`src/rtl/norad_vec_pkg.sv`:
```
// Shared definitions for the vector display reader: command codes, word field
// positions, reader FSM states and a small stepping helper.
package norad_vec_pkg;

  typedef enum logic [1:0] {
    CMD_MOVE = 2'd0,
    CMD_DRAW = 2'd1,
    CMD_END  = 2'd2,
    CMD_NOP  = 2'd3
  } vec_cmd_e;

  typedef enum logic [2:0] {
    ST_IDLE   = 3'd0,
    ST_FETCH  = 3'd1,
    ST_WAIT   = 3'd2,
    ST_EXEC   = 3'd3,
    ST_SETTLE = 3'd4,
    ST_DRAW   = 3'd5
  } rd_state_e;

  localparam int CMD_MSB = 17;
  localparam int CMD_LSB = 16;
  localparam int X_MSB   = 15;
  localparam int X_LSB   = 8;
  localparam int Y_MSB   = 7;
  localparam int Y_LSB   = 0;
  localparam int CNT_W   = 16;

  // True when pos is exactly one unit away from target, so the next step lands on it.
  function automatic logic next_to(input logic [7:0] pos, input logic [7:0] target);
    logic [8:0] p;
    logic [8:0] t;
    p = {1'b0, pos};
    t = {1'b0, target};
    return ((p + 9'd1) == t) || ((t + 9'd1) == p);
  endfunction

endpackage

```
`src/rtl/vec_axis_stepper.sv`:
```
// One beam axis: jumps to the target on load, otherwise moves one unit toward
// it per step_en and holds once there. Never wraps at 0 or 255.
module vec_axis_stepper (
  input  logic       clk,
  input  logic       rst_n,
  input  logic       load,
  input  logic       step_en,
  input  logic [7:0] target,
  output logic [7:0] pos,
  output logic       at_target
);

  assign at_target = (pos == target);

  // Position register: load wins over stepping.
  always_ff @(posedge clk or negedge rst_n) begin
    if (!rst_n) begin
      pos <= 8'd0;
    end else if (load) begin
      pos <= target;
    end else if (step_en && (pos < target)) begin
      pos <= pos + 8'd1;
    end else if (step_en && (pos > target)) begin
      pos <= pos - 8'd1;
    end else begin
      pos <= pos;
    end
  end

endmodule

```
`src/rtl/vector_frame_reader.sv`:
```
// Walks a vector list one word per address, decodes MOVE/DRAW/END/NOP and
// drives the X/Y DAC codes plus beam blanking for one frame per frame_start.
module vector_frame_reader
  import norad_vec_pkg::*;
#(
  parameter int DATAWIDTH   = 18,
  parameter int ADRESSWIDTH = 8,
  parameter int RD_LATENCY  = 1,
  parameter int SETTLE      = 4,
  parameter int STEP_DIV    = 2
) (
  input  logic                   clk,
  input  logic                   rst_n,
  input  logic                   enable,
  input  logic                   frame_start,
  output logic [ADRESSWIDTH-1:0] adr_out,
  input  logic [DATAWIDTH-1:0]   data_in,
  output logic [7:0]             dac_x,
  output logic [7:0]             dac_y,
  output logic                   beam_on,
  output logic                   busy,
  output logic                   frame_done,
  output logic                   overrun
);

  localparam logic [CNT_W-1:0] LAT_LOAD    = CNT_W'(RD_LATENCY - 1);
  localparam logic [CNT_W-1:0] SETTLE_LOAD = CNT_W'(SETTLE - 1);
  localparam logic [CNT_W-1:0] DIV_LOAD    = CNT_W'(STEP_DIV - 1);
  localparam logic [CNT_W-1:0] CNT_ONE     = {{(CNT_W-1){1'b0}}, 1'b1};
  localparam logic [CNT_W-1:0] CNT_ZERO    = {CNT_W{1'b0}};
  localparam logic [ADRESSWIDTH-1:0] ADR_ONE  = {{(ADRESSWIDTH-1){1'b0}}, 1'b1};
  localparam logic [ADRESSWIDTH-1:0] ADR_ZERO = {ADRESSWIDTH{1'b0}};

  rd_state_e            state_r;
  logic [CNT_W-1:0]     cnt_r;
  logic [DATAWIDTH-1:0] word_r;

  vec_cmd_e   cmd_s;
  logic [7:0] tgt_x_s;
  logic [7:0] tgt_y_s;
  logic       x_at_s;
  logic       y_at_s;
  logic       x_fin_s;
  logic       y_fin_s;
  logic       tick_s;
  logic       load_s;
  logic       step_s;
  logic       word_done_s;

  assign cmd_s   = vec_cmd_e'(word_r[CMD_MSB:CMD_LSB]);
  assign tgt_x_s = word_r[X_MSB:X_LSB];
  assign tgt_y_s = word_r[Y_MSB:Y_LSB];
  assign tick_s  = (cnt_r == CNT_ZERO);
  // An axis is finished if it is already there or the step now being taken lands on it.
  assign x_fin_s = x_at_s || next_to(dac_x, tgt_x_s);
  assign y_fin_s = y_at_s || next_to(dac_y, tgt_y_s);

  vec_axis_stepper u_step_x (
    .clk       (clk),
    .rst_n     (rst_n),
    .load      (load_s),
    .step_en   (step_s),
    .target    (tgt_x_s),
    .pos       (dac_x),
    .at_target (x_at_s)
  );

  vec_axis_stepper u_step_y (
    .clk       (clk),
    .rst_n     (rst_n),
    .load      (load_s),
    .step_en   (step_s),
    .target    (tgt_y_s),
    .pos       (dac_y),
    .at_target (y_at_s)
  );

  // Stepper strobes and the "current word finished" event.
  always_comb begin
    load_s      = 1'b0;
    step_s      = 1'b0;
    word_done_s = 1'b0;
    case (state_r)
      ST_EXEC: begin
        load_s      = enable && (cmd_s == CMD_MOVE);
        word_done_s = enable && (cmd_s == CMD_NOP);
      end
      ST_SETTLE: begin
        word_done_s = enable && tick_s;
      end
      ST_DRAW: begin
        step_s      = enable && tick_s;
        word_done_s = enable && tick_s && x_fin_s && y_fin_s;
      end
      default: begin
        load_s      = 1'b0;
        step_s      = 1'b0;
        word_done_s = 1'b0;
      end
    endcase
  end

  // Reader FSM with address, latency/settle/step counters and registered status.
  always_ff @(posedge clk or negedge rst_n) begin
    if (!rst_n) begin
      state_r    <= ST_IDLE;
      cnt_r      <= CNT_ZERO;
      word_r     <= {DATAWIDTH{1'b0}};
      adr_out    <= ADR_ZERO;
      beam_on    <= 1'b0;
      busy       <= 1'b0;
      frame_done <= 1'b0;
      overrun    <= 1'b0;
    end else begin
      frame_done <= 1'b0;
      overrun    <= 1'b0;
      if (!enable) begin
        state_r <= ST_IDLE;
        adr_out <= ADR_ZERO;
        beam_on <= 1'b0;
        busy    <= 1'b0;
      end else if (word_done_s) begin
        beam_on <= 1'b0;
        // The last address without an END closes the frame as if it were END.
        if (&adr_out) begin
          state_r    <= ST_IDLE;
          adr_out    <= ADR_ZERO;
          busy       <= 1'b0;
          frame_done <= 1'b1;
          overrun    <= 1'b1;
        end else begin
          state_r <= ST_FETCH;
          adr_out <= adr_out + ADR_ONE;
        end
      end else begin
        case (state_r)
          ST_IDLE: begin
            if (frame_start) begin
              state_r <= ST_FETCH;
              adr_out <= ADR_ZERO;
              busy    <= 1'b1;
            end
          end
          ST_FETCH: begin
            state_r <= ST_WAIT;
            cnt_r   <= LAT_LOAD;
          end
          ST_WAIT: begin
            if (tick_s) begin
              word_r  <= data_in;
              state_r <= ST_EXEC;
            end else begin
              cnt_r <= cnt_r - CNT_ONE;
            end
          end
          ST_EXEC: begin
            case (cmd_s)
              CMD_MOVE: begin
                state_r <= ST_SETTLE;
                cnt_r   <= SETTLE_LOAD;
              end
              CMD_DRAW: begin
                state_r <= ST_DRAW;
                cnt_r   <= DIV_LOAD;
                beam_on <= 1'b1;
              end
              CMD_END: begin
                state_r    <= ST_IDLE;
                adr_out    <= ADR_ZERO;
                beam_on    <= 1'b0;
                busy       <= 1'b0;
                frame_done <= 1'b1;
              end
              default: begin
                state_r <= ST_IDLE;
              end
            endcase
          end
          ST_SETTLE: begin
            cnt_r <= cnt_r - CNT_ONE;
          end
          ST_DRAW: begin
            if (tick_s) begin
              cnt_r <= DIV_LOAD;
            end else begin
              cnt_r <= cnt_r - CNT_ONE;
            end
          end
          default: begin
            state_r <= ST_IDLE;
            beam_on <= 1'b0;
            busy    <= 1'b0;
          end
        endcase
      end
    end
  end

endmodule

```
`config.mk`:
```
export PLATFORM = sky130hd
export DESIGN_NAME = vector_frame_reader
export DESIGN_NICKNAME = d
export VERILOG_FILES = /design/src/rtl/norad_vec_pkg.sv /design/src/rtl/vec_axis_stepper.sv /design/src/rtl/vector_frame_reader.sv
export SDC_FILE = /design/constraint.sdc
export NUM_CORES = 1
export LEC_CHECK = 0
export CORE_MARGIN = 2
export CORE_UTILIZATION = 59
export DETAILED_ROUTE_END_ITERATION = 8
export GPL_ROUTABILITY_DRIVEN = 0
export HOLD_SLACK_MARGIN = 0.05
export PLACE_DENSITY = 0.79
export SLEW_MARGIN = 5
export SYNTH_ARGS = -nofsm -noshare
export SYNTH_HDL_FRONTEND = slang
export SYNTH_HIERARCHICAL = 1
export SYNTH_SLANG_ARGS = --single-unit
```
`constraint.sdc`:
```
create_clock -name clk -period 5.8 [get_ports clk]
set_input_delay 0.58 -clock clk [delete_from_list [all_inputs] [get_ports clk]]
set_output_delay 0.58 -clock clk [all_outputs]
set_load 0.05 [all_outputs]
```
==> results.py <==
metrics = {
    "placed_design": {
        "port_buffers": 49,
        "pre_cts_ws_ns": 0.958,
        "dp_hpwl_mm": 9.37,
    },
    "routing": {
        "drt-pass1-iter-count": 5,
        "routed_wl_mm": 13.3,
        "wl_per_cell_microns": 17.4,
        "route.detailed.drc": 0,
        "detail-route-antenna-nets": 0,
        "drt_first_iter_violations": 331,
        "vias": 4901,
        "vias_per_cell": 6.41,
    },
    "worst_setup_path": {
        "cp_data_required_time_ns": 6.04,
        "arrival_ns": 5.18,
        "cp_cell_sequence": "or4_1 -> nor4_2 -> nand3_1 -> or3_1 -> inv_1 -> inv_1 -> a211oi_1 -> nand2_1 -> ha_1 -> a21o_1 -> a21o_1 -> a211o_1 -> and3_4 -> or4_1 -> o211a_1",
        "crit_family": "simple AND/OR/NAND/NOR gates",
        "critPathBufInv": 2,
        "critPathKind": "flop to flop",
        "start_kind": "flop",
        "crit_slowest_cell": "or4_1",
        "critPathMaxFanout": 9,
        "crit_path_end_kind": "flop",
        "critical_path.max_stage_delay_ns": 0.62,
    },
    "synth": {
        "netlist_area_sq_um": 5450,
        "ys_ff_latch": 65,
        "synth_cell_types": 80,
        "ys_seq_area_share_pct": 29.8,
        "ys_warn_count": 6,
        "syn_area_per_cell_sq_um": 8.85,
        "synthCells": 616,
        "synthArstFlopShare_pct": 100,
        "synth_flop_cell": "dfrtp_1",
        "syn-num-nets": 676,
        "synth_edf_count": 0,
    },
    "floorplan": {
        "core-area_sq_um": 9110,
        "initial_core_util_pct": 59.8,
        "die_x_microns": 100,
        "fp.dieH_microns": 100,
        "ios": 50,
        "num_rows": 35,
        "die_area_sq_um": 10000,
    },
    "clock_tree": {
        "cts_tree": "yes",
        "clk_path_buf_depth": 2,
        "cts_setup_buffers": 0,
        "clock_sinks": 65,
        "cts-resized-gates": 0,
        "cts_hold_buf": 0,
        "path_clk_slew_ns": 0.08,
        "cts_htree_levels": 3,
        "cts-root-buf": "clkbuf_8",
        "numCtsBuffers": 9,
        "worstSkewPairLatency_ns": 0.35,
    },
    "sta": {
        "finalSetupViolCount": 0,
        "relSlewSlack_pct": 20.4,
        "slew_violations": 0,
        "finClkSkew_ns": 0.00803,
        "tightest_slew_ns": 1.19,
        "period_share_pct": 85.2,
        "finalHoldViolCount": 0,
        "rsz0062_at_grt": "false",
        "finalSetupTns_ns": 0,
        "fin_ws_ns": 0.860,
        "fin_crit_ns": 4.94,
        "fmax_mhz": 202,
    },
    "cells_and_area": {
        "antenna_cells": 0,
        "area_growth_pct": 13.5,
        "nets": 709,
        "postLayoutCoreUtil_pct": 67.9,
        "drive_above_1_share_pct": 9.17,
        "final_cell_mix": "65 x dfrtp_1, 48 x clkdlybuf4s50_1, 47 x nor2_1",
        "final_common_cell": "dfrtp_1",
    },
    "pwr": {
        "p_leak_nw": 2.63,
        "vdd_ir_drop_max_uv": 542,
        "power.density_nw_per_um2": 623,
    },
    "grt": {
        "grt_start_max_net_pins": 66,
        "use_met1_pct": 38.3,
        "busiest_layer": "met2",
        "grt_pass1_wl_mm": 22.9,
        "grt.total_usage_pct": 28.0,
        "grt_pass1_vias": 4783,
        "grt-ovfl-total": 0,
        "antenna_found_initial": 0,
        "use_met2_pct": 47.0,
        "globalRouteMet3Util_pct": 4.25,
    },
    "run_status": {
        "outcome": "completed",
    },
    "run": {
        "drv_cap": 0,
    },
    "min_path": {
        "holdCritPathClass": "input pin to asynchronous set/reset pin",
    },
}
[worst paths after layout]
| path | from | endpoint | slack (ns) | cells past startpoint |
|---|---|---|---|---|
| min | rst_n | word_r[0]$_DFFE_PN0P_ | 0.40 | 2 |
| max in group asynchronous | rst_n | word_r[14]$_DFFE_PN0P_ | 4.83 | 2 |
| min in group clk | cnt_r[5]$_DFFE_PN0P_ | cnt_r[5]$_DFFE_PN0P_ | 0.52 | 2 |
| max | cnt_r[8]$_DFFE_PN0P_ | u_step_y/pos[7]$_DFFE_PN0P_ | 0.86 | 15 |
| min reg2reg | cnt_r[5]$_DFFE_PN0P_ | cnt_r[5]$_DFFE_PN0P_ | 0.52 | 2 |
| max reg2reg | cnt_r[8]$_DFFE_PN0P_ | u_step_y/pos[7]$_DFFE_PN0P_ | 0.86 | 15 |
[Yosys cell counts (5+ instances only)]
cell type | number | area share [%]
dfrtp_1 | 65 | 30
nor2_1 | 47 | 3.2
o21ai_0 | 41 | 3.8
a21oi_1 | 38 | 3.5
ha_1 | 36 | 8.3
inv_1 | 32 | 2.2
nand2_1 | 32 | 2.2
nor3_1 | 23 | 2.1
xnor2_1 | 22 | 3.5
nand3_1 | 20 | 1.8
mux2_1 | 17 | 3.5
clkbuf_1 | 15 | 1.0
xor2_1 | 13 | 2.1
nand2b_1 | 11 | 1.3
nor2b_1 | 11 | 1.3
a211oi_1 | 10 | 1.4
a21o_1 | 10 | 1.4
buf_2 | 9 | 0.83
nor3b_1 | 8 | 1.1
and3_1 | 7 | 0.80
o21ai_1 | 7 | 0.64
a221o_1 | 6 | 1.1
mux2i_1 | 6 | 1.1
o22ai_1 | 6 | 0.69
o31ai_2 | 6 | 1.4
or3_1 | 6 | 0.69
or4_1 | 6 | 0.83
a31oi_1 | 5 | 0.57
o2111ai_1 | 5 | 0.80
or2_2 | 5 | 0.57
[power breakdown]
part	total [mW]	internal, mW	leakage, nW	switching (mW)
logic	2.39	0.999	1.67	1.39
registers	1.02	0.615	0.845	0.400
clock network	0.454	0.266	0.109	0.188
total	3.86	1.88	2.63	1.98
[registers in the layout, indices dropped and copies added, names as in the netlist]
register,cells
word_r,18
busy,1
beam_on,1
u_step_y/pos,8
u_step_x/pos,8
frame_done,1
state_r,3
adr_out,8
cnt_r,16
overrun,1
[through the flow]
stage                     total power [mW]  hold WS (ns)  cell area, sq um  instances
final                                 3.86         0.398              6190        765
after global routing                  4.19         0.468              6190        765
after CTS                             3.84         0.439              6190        765
after detailed placement              3.36         0.499              5960        749
after global placement                3.25         0.487              5960        749
after floorplan                       2.80         0.284              5450        616
[per-layer routing]
metal	wire [microns]	up-vias	share of wire, %
met1	5900	2381	44
met3	789	13	5.9
li1	-	2341	-
met2	6520	166	49
met4	114	0	0.86
met5	0	-	0
[layout make-up]
cell class / count / area, sq um
Multi-Input combinational cell: 487 / 3550
Clock buffer: 12 / 155
Tap cell: 111 / 139
Clock inverter: 4 / 75.1
Inverter: 33 / 124
Timing Repair Buffer: 53 / 515
Sequential cell: 65 / 1630
Fill cell: 733 / 2920
[cell families after synthesis]
kind of cell | after synthesis | synth area share [%]
buffers and inverters | 64 | 5.17
multiplexers | 26 | 5.23
AND/OR/NAND/NOR | 203 | 20.2
flip-flops | 65 | 29.8
XOR/XNOR | 36 | 5.92
adder cells (fa/ha/maj) | 38 | 9.00
AO/OA/AOI/OAI | 184 | 24.6
No activity file was read; power rests on OpenSTA's default activity.
